===== config.mk =====
export PLATFORM = sky130hd
export DESIGN_NAME = axil_cmd_master
export DESIGN_NICKNAME = d
export VERILOG_FILES = /design/src/rtl/axil_cmd_master.sv
export SDC_FILE = /design/constraint.sdc
export NUM_CORES = 1
export LEC_CHECK = 0
export ABC_AREA = 1
export ABC_CLOCK_PERIOD_IN_PS = 1720
export CAP_MARGIN = 20
export CORE_MARGIN = 4
export CORE_UTILIZATION = 35
export DETAILED_ROUTE_END_ITERATION = 10
export PLACE_DENSITY = 0.66
export SYNTH_ARGS = -nofsm -noshare
export SYNTH_HDL_FRONTEND = slang
export SYNTH_SLANG_ARGS = --single-unit

===== constraint.sdc =====
create_clock -name s_axi_aclk -period 1.72 [get_ports s_axi_aclk]
set_input_delay 0.344 -clock s_axi_aclk [delete_from_list [all_inputs] [get_ports s_axi_aclk]]
set_output_delay 0.344 -clock s_axi_aclk [all_outputs]
set_load 0.005 [all_outputs]

===== src/rtl/axil_cmd_master.sv =====
// Single-outstanding AXI4-Lite master: command/response handshake in, five AXI channels out.
// A per-wait-state watchdog aborts a hung transaction with an error response.
module axil_cmd_master #(
   parameter int unsigned ADDR_W  = 9,
   parameter int unsigned DATA_W  = 32,
   parameter int unsigned TIMEOUT = 256
) (
   input  logic                  s_axi_aclk,
   input  logic                  s_axi_areset,
   input  logic                  cmd_valid,
   output logic                  cmd_ready,
   input  logic                  cmd_write,
   input  logic [ADDR_W-1:0]     cmd_addr,
   input  logic [DATA_W-1:0]     cmd_wdata,
   input  logic [DATA_W/8-1:0]   cmd_wstrb,
   output logic                  rsp_valid,
   input  logic                  rsp_ready,
   output logic [DATA_W-1:0]     rsp_rdata,
   output logic [1:0]            rsp_resp,
   output logic                  rsp_timeout,
   output logic [ADDR_W-1:0]     m_axi_awaddr,
   output logic                  m_axi_awvalid,
   input  logic                  m_axi_awready,
   output logic [DATA_W-1:0]     m_axi_wdata,
   output logic [DATA_W/8-1:0]   m_axi_wstrb,
   output logic                  m_axi_wvalid,
   input  logic                  m_axi_wready,
   input  logic [1:0]            m_axi_bresp,
   input  logic                  m_axi_bvalid,
   output logic                  m_axi_bready,
   output logic [ADDR_W-1:0]     m_axi_araddr,
   output logic                  m_axi_arvalid,
   input  logic                  m_axi_arready,
   input  logic [DATA_W-1:0]     m_axi_rdata,
   input  logic [1:0]            m_axi_rresp,
   input  logic                  m_axi_rvalid,
   output logic                  m_axi_rready
);

   localparam int unsigned CNT_W   = (TIMEOUT > 2) ? $clog2(TIMEOUT) : 1;
   localparam int unsigned TO_LAST = (TIMEOUT == 0) ? 0 : TIMEOUT - 1;
   localparam bit          WD_EN   = (TIMEOUT != 0);

   typedef enum logic [2:0] {
      IDLE,
      WR_ADDR_DATA,
      WR_RESP,
      RD_ADDR,
      RD_DATA,
      RESP
   } state_t;

   state_t           state;
   logic             aw_done;
   logic             w_done;
   logic [CNT_W-1:0] wd_cnt;

   logic aw_done_c;
   logic w_done_c;
   logic wait_st_c;
   logic leave_c;
   logic timeout_c;

   // Handshake bookkeeping and watchdog decision; a normal exit wins over a same-cycle timeout.
   always_comb begin
      aw_done_c = aw_done | (m_axi_awvalid & m_axi_awready);
      w_done_c  = w_done  | (m_axi_wvalid  & m_axi_wready);
      wait_st_c = (state == WR_ADDR_DATA) || (state == WR_RESP) ||
                  (state == RD_ADDR)      || (state == RD_DATA);
      leave_c   = 1'b0;
      case (state)
         WR_ADDR_DATA: leave_c = aw_done_c & w_done_c;
         WR_RESP:      leave_c = m_axi_bvalid;
         RD_ADDR:      leave_c = m_axi_arready;
         RD_DATA:      leave_c = m_axi_rvalid;
         default:      leave_c = 1'b0;
      endcase
      timeout_c = WD_EN && wait_st_c && (wd_cnt == CNT_W'(TO_LAST)) && !leave_c;
   end

   always_ff @(posedge s_axi_aclk) begin
      if (s_axi_areset) begin
         state         <= IDLE;
         aw_done       <= 1'b0;
         w_done        <= 1'b0;
         wd_cnt        <= '0;
         cmd_ready     <= 1'b0;
         rsp_valid     <= 1'b0;
         rsp_rdata     <= '0;
         rsp_resp      <= 2'b00;
         rsp_timeout   <= 1'b0;
         m_axi_awaddr  <= '0;
         m_axi_awvalid <= 1'b0;
         m_axi_wdata   <= '0;
         m_axi_wstrb   <= '0;
         m_axi_wvalid  <= 1'b0;
         m_axi_bready  <= 1'b0;
         m_axi_araddr  <= '0;
         m_axi_arvalid <= 1'b0;
         m_axi_rready  <= 1'b0;
      end else begin
         if (WD_EN && wait_st_c) wd_cnt <= wd_cnt + CNT_W'(1);

         case (state)
            IDLE: begin
               if (cmd_valid && cmd_ready) begin
                  cmd_ready <= 1'b0;
                  wd_cnt    <= '0;
                  if (cmd_write) begin
                     state         <= WR_ADDR_DATA;
                     m_axi_awaddr  <= cmd_addr;
                     m_axi_wdata   <= cmd_wdata;
                     m_axi_wstrb   <= cmd_wstrb;
                     m_axi_awvalid <= 1'b1;
                     m_axi_wvalid  <= 1'b1;
                     aw_done       <= 1'b0;
                     w_done        <= 1'b0;
                  end else begin
                     state         <= RD_ADDR;
                     m_axi_araddr  <= cmd_addr;
                     m_axi_arvalid <= 1'b1;
                  end
               end else begin
                  cmd_ready <= 1'b1;
               end
            end

            // Each channel drops its valid right after its own handshake.
            WR_ADDR_DATA: begin
               aw_done <= aw_done_c;
               w_done  <= w_done_c;
               if (aw_done_c) m_axi_awvalid <= 1'b0;
               if (w_done_c)  m_axi_wvalid  <= 1'b0;
               if (aw_done_c && w_done_c) begin
                  state        <= WR_RESP;
                  m_axi_bready <= 1'b1;
                  wd_cnt       <= '0;
               end
            end

            WR_RESP: begin
               if (m_axi_bvalid) begin
                  state        <= RESP;
                  m_axi_bready <= 1'b0;
                  rsp_valid    <= 1'b1;
                  rsp_resp     <= m_axi_bresp;
                  rsp_rdata    <= '0;
                  rsp_timeout  <= 1'b0;
                  wd_cnt       <= '0;
               end
            end

            RD_ADDR: begin
               if (m_axi_arready) begin
                  state         <= RD_DATA;
                  m_axi_arvalid <= 1'b0;
                  m_axi_rready  <= 1'b1;
                  wd_cnt        <= '0;
               end
            end

            RD_DATA: begin
               if (m_axi_rvalid) begin
                  state        <= RESP;
                  m_axi_rready <= 1'b0;
                  rsp_valid    <= 1'b1;
                  rsp_resp     <= m_axi_rresp;
                  rsp_rdata    <= m_axi_rdata;
                  rsp_timeout  <= 1'b0;
                  wd_cnt       <= '0;
               end
            end

            RESP: begin
               if (rsp_ready) begin
                  state     <= IDLE;
                  rsp_valid <= 1'b0;
                  cmd_ready <= 1'b1;
               end
            end

            default: state <= IDLE;
         endcase

         // Watchdog abort overrides whatever the wait state scheduled above.
         if (timeout_c) begin
            state         <= RESP;
            m_axi_awvalid <= 1'b0;
            m_axi_wvalid  <= 1'b0;
            m_axi_arvalid <= 1'b0;
            m_axi_bready  <= 1'b0;
            m_axi_rready  <= 1'b0;
            rsp_valid     <= 1'b1;
            rsp_resp      <= 2'b10;
            rsp_rdata     <= '0;
            rsp_timeout   <= 1'b1;
            wd_cnt        <= '0;
         end
      end
   end

endmodule


## Word level (Yosys, flattened, before mapping)

Index checks and enable logic that the tools add are counted.

| word-level totals | value |
|---|---|
| bits in registers | 109 |
| input port bits | 91 |
| output and inout port bits | 96 |
| word-level logic and storage cells | 135 |

| operators by class | value |
|---|---|
| $add $sub $neg | 1 |
| equal/unequal tests | 22 |
| multiplexer cells | 54 |
| bitwise operators | 6 |
| reductions and logical operators | 32 |

Operators with widths:

| operator | count |
|---|---|
| 32-bit two-way mux | 2 |
| 32-bit case mux with 2 select lines | 1 |
| 8-bit two-way mux | 6 |
| 8-bit case mux with 5 select lines | 1 |
| 3-bit two-way mux | 7 |
| 3-bit AND reduction | 7 |
| 1-bit two-way mux | 20 |
| 2-bit inequality test, second input constant | 9 |
| 1-bit case mux with 2 select lines | 9 |
| 3-bit case mux with 6 select lines | 1 |
| 4-bit AND reduction | 4 |
| 3-bit inequality test, second input constant | 5 |
| 6-bit AND reduction | 2 |
| 2-bit nonzero test | 6 |
| 8-bit by 1-bit adder with 8-bit output, second input constant | 1 |
| 8-bit equality test, second input constant | 1 |
| 2-bit two-way mux | 4 |
| 3-bit by 2-bit equality test with 1-bit output, second input constant | 2 |
| 3-bit equality test, second input constant | 2 |
| 1-bit logical AND | 4 |
| 1-bit case mux with 4 select lines | 1 |
| 2-bit case mux with 2 select lines | 1 |
| 4-bit nonzero test | 1 |
| 1-bit bitwise AND | 3 |
| 12 further kinds | 15 |

## Depth between registers and ports, before layout

Gate-level depths: netlist of the first run.

| logic depth | value |
|---|---|
| depth in word-level cells | 8 |
| mapped depth | 11 |
| gate-level depth less buffers | 10 |

## Least setup slack after synthesis of the first run

Ideal clock, no wire load.

| path | value |
|---|---|
| kind | reg2reg |
| start point | register wd_cnt[0] |
| end point | register m_axi_arvalid |
| library setup time | 0.126 ns |
| arrival | 1.306 ns |
| required time | 1.594 ns |
| path slack | 0.288 ns |
| stages on the path, launching flop included | 10 |
| path buffers | 1 |
| clock period less this slack | 1.432 ns |
| path through | dfxtp_1 -> ha_1 -> nand2_1 -> nor2_1 -> nand2_1 -> nor2_1 -> nand3b_4 -> nand2_4 -> buf_6 -> a21oi_2 |

| on the way | value |
|---|---|
| longest elaborated chain between the ends | 4 |

Ends and longest elaborated chain:

| element | line | source |
|---|---|---|
| from (decl) | 56 | `logic [CNT_W-1:0] wd_cnt;` |
| from (signal assigned) | 102 | `if (WD_EN && wait_st_c) wd_cnt <= wd_cnt + CNT_W'(1);` |
| 8-bit equality test | 78 | `timeout_c = WD_EN && wait_st_c && (wd_cnt == CNT_W'(TO_LAST)) && !leave_c;` |
| 1-bit logical AND (2 in series) | 78 |  |
| 2-bit OR reduction (no source line) | n/a |  |
| to (signal assigned) | 99 | `m_axi_arvalid <= 1'b0;` |
| to (signal assigned) | 121 | `m_axi_arvalid <= 1'b1;` |
| to (signal assigned) | 156 | `m_axi_arvalid <= 1'b0;` |
| to (decl) | 32 | `output logic m_axi_arvalid,` |

Every way passes these cells.
A chain may end at the register's enable or synchronous reset.

## Worst setup path in the final report of the first run

| path | value |
|---|---|
| start point | register m_axi_wvalid |
| end point | output m_axi_wvalid |

RTL lines:

| element | line | source |
|---|---|---|
| from (decl) | 26 | `output logic m_axi_wvalid,` |
| from (signal assigned) | 96 | `m_axi_wvalid <= 1'b0;` |
| from (signal assigned) | 115 | `m_axi_wvalid <= 1'b1;` |
| from (signal assigned) | 133 | `if (w_done_c) m_axi_wvalid <= 1'b0;` |

No word-level cell between the ends.

==> qor.yml, run 1 <==
outcome:
  status: "finished, final reports clean"
floorplanning:
  die_y_um: 122
  dieArea_um2: 14800
  start_util_pct: 35.8
  ios: 187
  die_x_um: 122
  placeableCoreArea_um2: 12600
  num_rows: 41
yosys:
  async_flop_share_pct: 0
  ys_ff_latch: 109
  yosys.area.top_type: "dfxtp_1"
  synth_cell_types: 31
  syn-cell-area_um2: 4520
  synth_top_area_share_pct: 48.2
  ys_warn_count: 0
  syn_nets: 656
  ys.flop_type: "dfxtp_1"
  yosys.cell_count.top_type: "nor2_1"
  synth_edf_count: 0
  synth_top_cells_by_area: "dfxtp_1 (48%), nor2_1 (11%), nand2_1 (6.1%), a21oi_2 (5.8%), o21ai_0 (5.2%)"
  ys_seq_area_share_pct: 48.2
  postSynthCellCount: 564
  synth_top_cells_by_count: "nor2_1 (135), dfxtp_1 (109), nand2_1 (74)"
  synth.avg_cell_area_um2: 8.02
cells_and_area:
  final_cell_area_um2: 6970
  syn2layout_area_growth_pct: 54.0
  drive_gt1_share_pct: 13.3
  fillers: 1168
  fin_cells: 931
  fin_util_pct: 55.2
  diodes: 0
  nNetsFinal: 847
detailed_routing:
  first_pass_iters: 4
  via_per_inst: 4.78
  vias: 4450
  ant_nets: 0
  routed_wl_um: 13200
  drc: 0
  drt-initial-drc-count: 250
  wl_per_cell_um: 14.2
worst_setup_path:
  slowest_stage: "clkdlybuf4s50_1"
  critPathMaxStageDelay_ns: 0.56
  required_ns: 1.38
  path_class: "register to primary output"
  cp.arrival_ns: 1.27
  cp-end-kind: "primary output"
  path_max_fanout: 3
  cp_num_buf_inv: 1
  crit_family: "buffers and inverters"
  cp_cell_sequence: "clkdlybuf4s50_1"
  crit_path_start_kind: "register"
sta:
  fmax_mhz: 621
  holdWs_ns: 0.464
  finalHoldViolations: 0
  post-route-period-util_pct: 93.6
  setup-violations-final: 0
  fin_ws_ns: 0.110
  rsz0062_at_grt: "false"
  maxSlewViolCount: 0
  maxSlewHeadroom_pct: 77.4
  setup-tns-final_ns: 0
  fin_crit_ns: 1.61
  fin_skew_ns: 0.00405
  worst_slew_pin_slew_ns: 0.339
cts:
  clk_latency_ns: 0.34
  cts_buffers: 9
  cts_root_buf: "clkbuf_16"
  cts_buffer_depth: 2
  cts.clk_slew.worst_paths_ns: 0.07
  cts_tree: "built"
  cts_max_level: 3
  holdBufCountCts: 0
  cts.sinks: 109
place:
  gp_congestion: 0.878
  place_hpwl_um: 9860
  place_ws_ns: -0.0826
  dp_cells: 916
  numPortBuffers: 186
  placed_area_um2: 6670
grt:
  first_global_vias: 4322
  grt_use_total_pct: 17.8
  grt_pass1_wl_um: 21100
  grt-ovfl-total: 0
  grt_start_max_net_pins: 55
  antenna_found_initial: 0
power:
  power.density_nw_per_um2: 1100
  p_sw_share_pct: 32.2
  internal_power_mw: 5.19
  pwr-share-seq_pct: 39.3
  p_switching_mw: 2.47
  pwr-share-clk_pct: 26.4
  combPwrFrac_pct: 34.4
  leakagePower_nw: 2.54
  p_total_mw: 7.66
  ir_worst_vdd_mv: 0.544
flow_run:
  maxCapViolCount: 0
worst_hold_path:
  hold_class: "register to register"
## cell usage in the layout, fill, tap and decap left out, types with 6 or more instances in the layout
cell type and instances:
clkdlybuf4s50_1 186, nor2_1 134, dfxtp_1 106, nand2_1 74
o21ai_0 47, nand4_1 35, a21oi_2 31, buf_4 22
inv_1 17, o21ai_1 16, a21oi_1 15, nand3_1 12
clkbuf_16 9, buf_12 9, inv_2 6
## flip-flops by register name, summed over array words and instances, names as in the netlist, 2 cells and up
signal	cells
wd_cnt	8
m_axi_araddr	9
m_axi_wstrb	4
state	3
m_axi_wdata	32
rsp_rdata	32
rsp_resp	2
m_axi_awaddr	9
## what timing repair did
item / CTS / global route
gates resized for setup: 1 / 5
setup buffers: 0 / 0
setup endpoints to repair: 7 / 96
## power by group through the flow
stage	Combinational (mW)	Clock [mW]	Sequential, mW
final	2.63	2.02	3.00
after global placement	2.60	0	3.05
after detailed placement	2.63	0	3.05
after global routing	2.91	2.20	3.04
after floorplan	1.53	0	3.00
after CTS	2.64	2.09	3.00
## routing by layer
| metal | wire length (um) | up-vias | part of all wire [%] | track usage, % |
|---|---|---|---|---|
| met5 | 0 | - | 0 | 0 |
| met4 | 233 | 0 | 1.8 | 6.93 |
| met3 | 1420 | 17 | 11 | 7.20 |
| met2 | 5870 | 189 | 45 | 28.2 |
| met1 | 5650 | 2013 | 43 | 21.7 |
| li1 | - | 2231 | - | - |
## final cells by class
cell class              count  area (um^2)  area share [%]
inverters                  25         96.3            1.38
clock buffers              10          229            3.29
flip-flops and latches    109         2190            31.4
well taps                 172          215            3.09
clock inverters             5         52.6           0.754
multi-input cells         392         1970            28.3
repair buffers            218         2220            31.8
## worst paths after layout
path,from,end,slack [ns],cells past startpoint
setup / recovery,m_axi_wvalid$_SDFFE_PP0P_,m_axi_wvalid,0.11,1
hold / removal,rsp_rdata[10]$_SDFFE_PP0P_,rsp_rdata[10]$_SDFFE_PP0P_,0.46,2
setup reg to reg,state[0]$_SDFFE_PP0P_,rsp_rdata[11]$_SDFFE_PP0P_,0.17,7
hold reg to reg,rsp_rdata[10]$_SDFFE_PP0P_,rsp_rdata[10]$_SDFFE_PP0P_,0.46,2
## cell families after synthesis
logic type	count (synthesis)	synth area share [%]
simple gates	274	27.0
xor+xnor	6	1.16
fa+ha+maj	1	0.277
flops	109	48.2
buf+inv	63	8.35
mux	1	0.221
compound gates	110	14.7
Power figures use the tool's default switching activity.
==> run 2: changes to the inputs <==
--- a/config.mk
+++ b/config.mk
@@ -11,6 +11,7 @@
 export CORE_MARGIN = 4
 export CORE_UTILIZATION = 35
 export DETAILED_ROUTE_END_ITERATION = 10
+export HOLD_SLACK_MARGIN = 0.06
 export PLACE_DENSITY = 0.66
 export SYNTH_ARGS = -nofsm -noshare
 export SYNTH_HDL_FRONTEND = slang
==> results of run 2 <==
Final layout, timing and power as in run 1 (identical DEF).
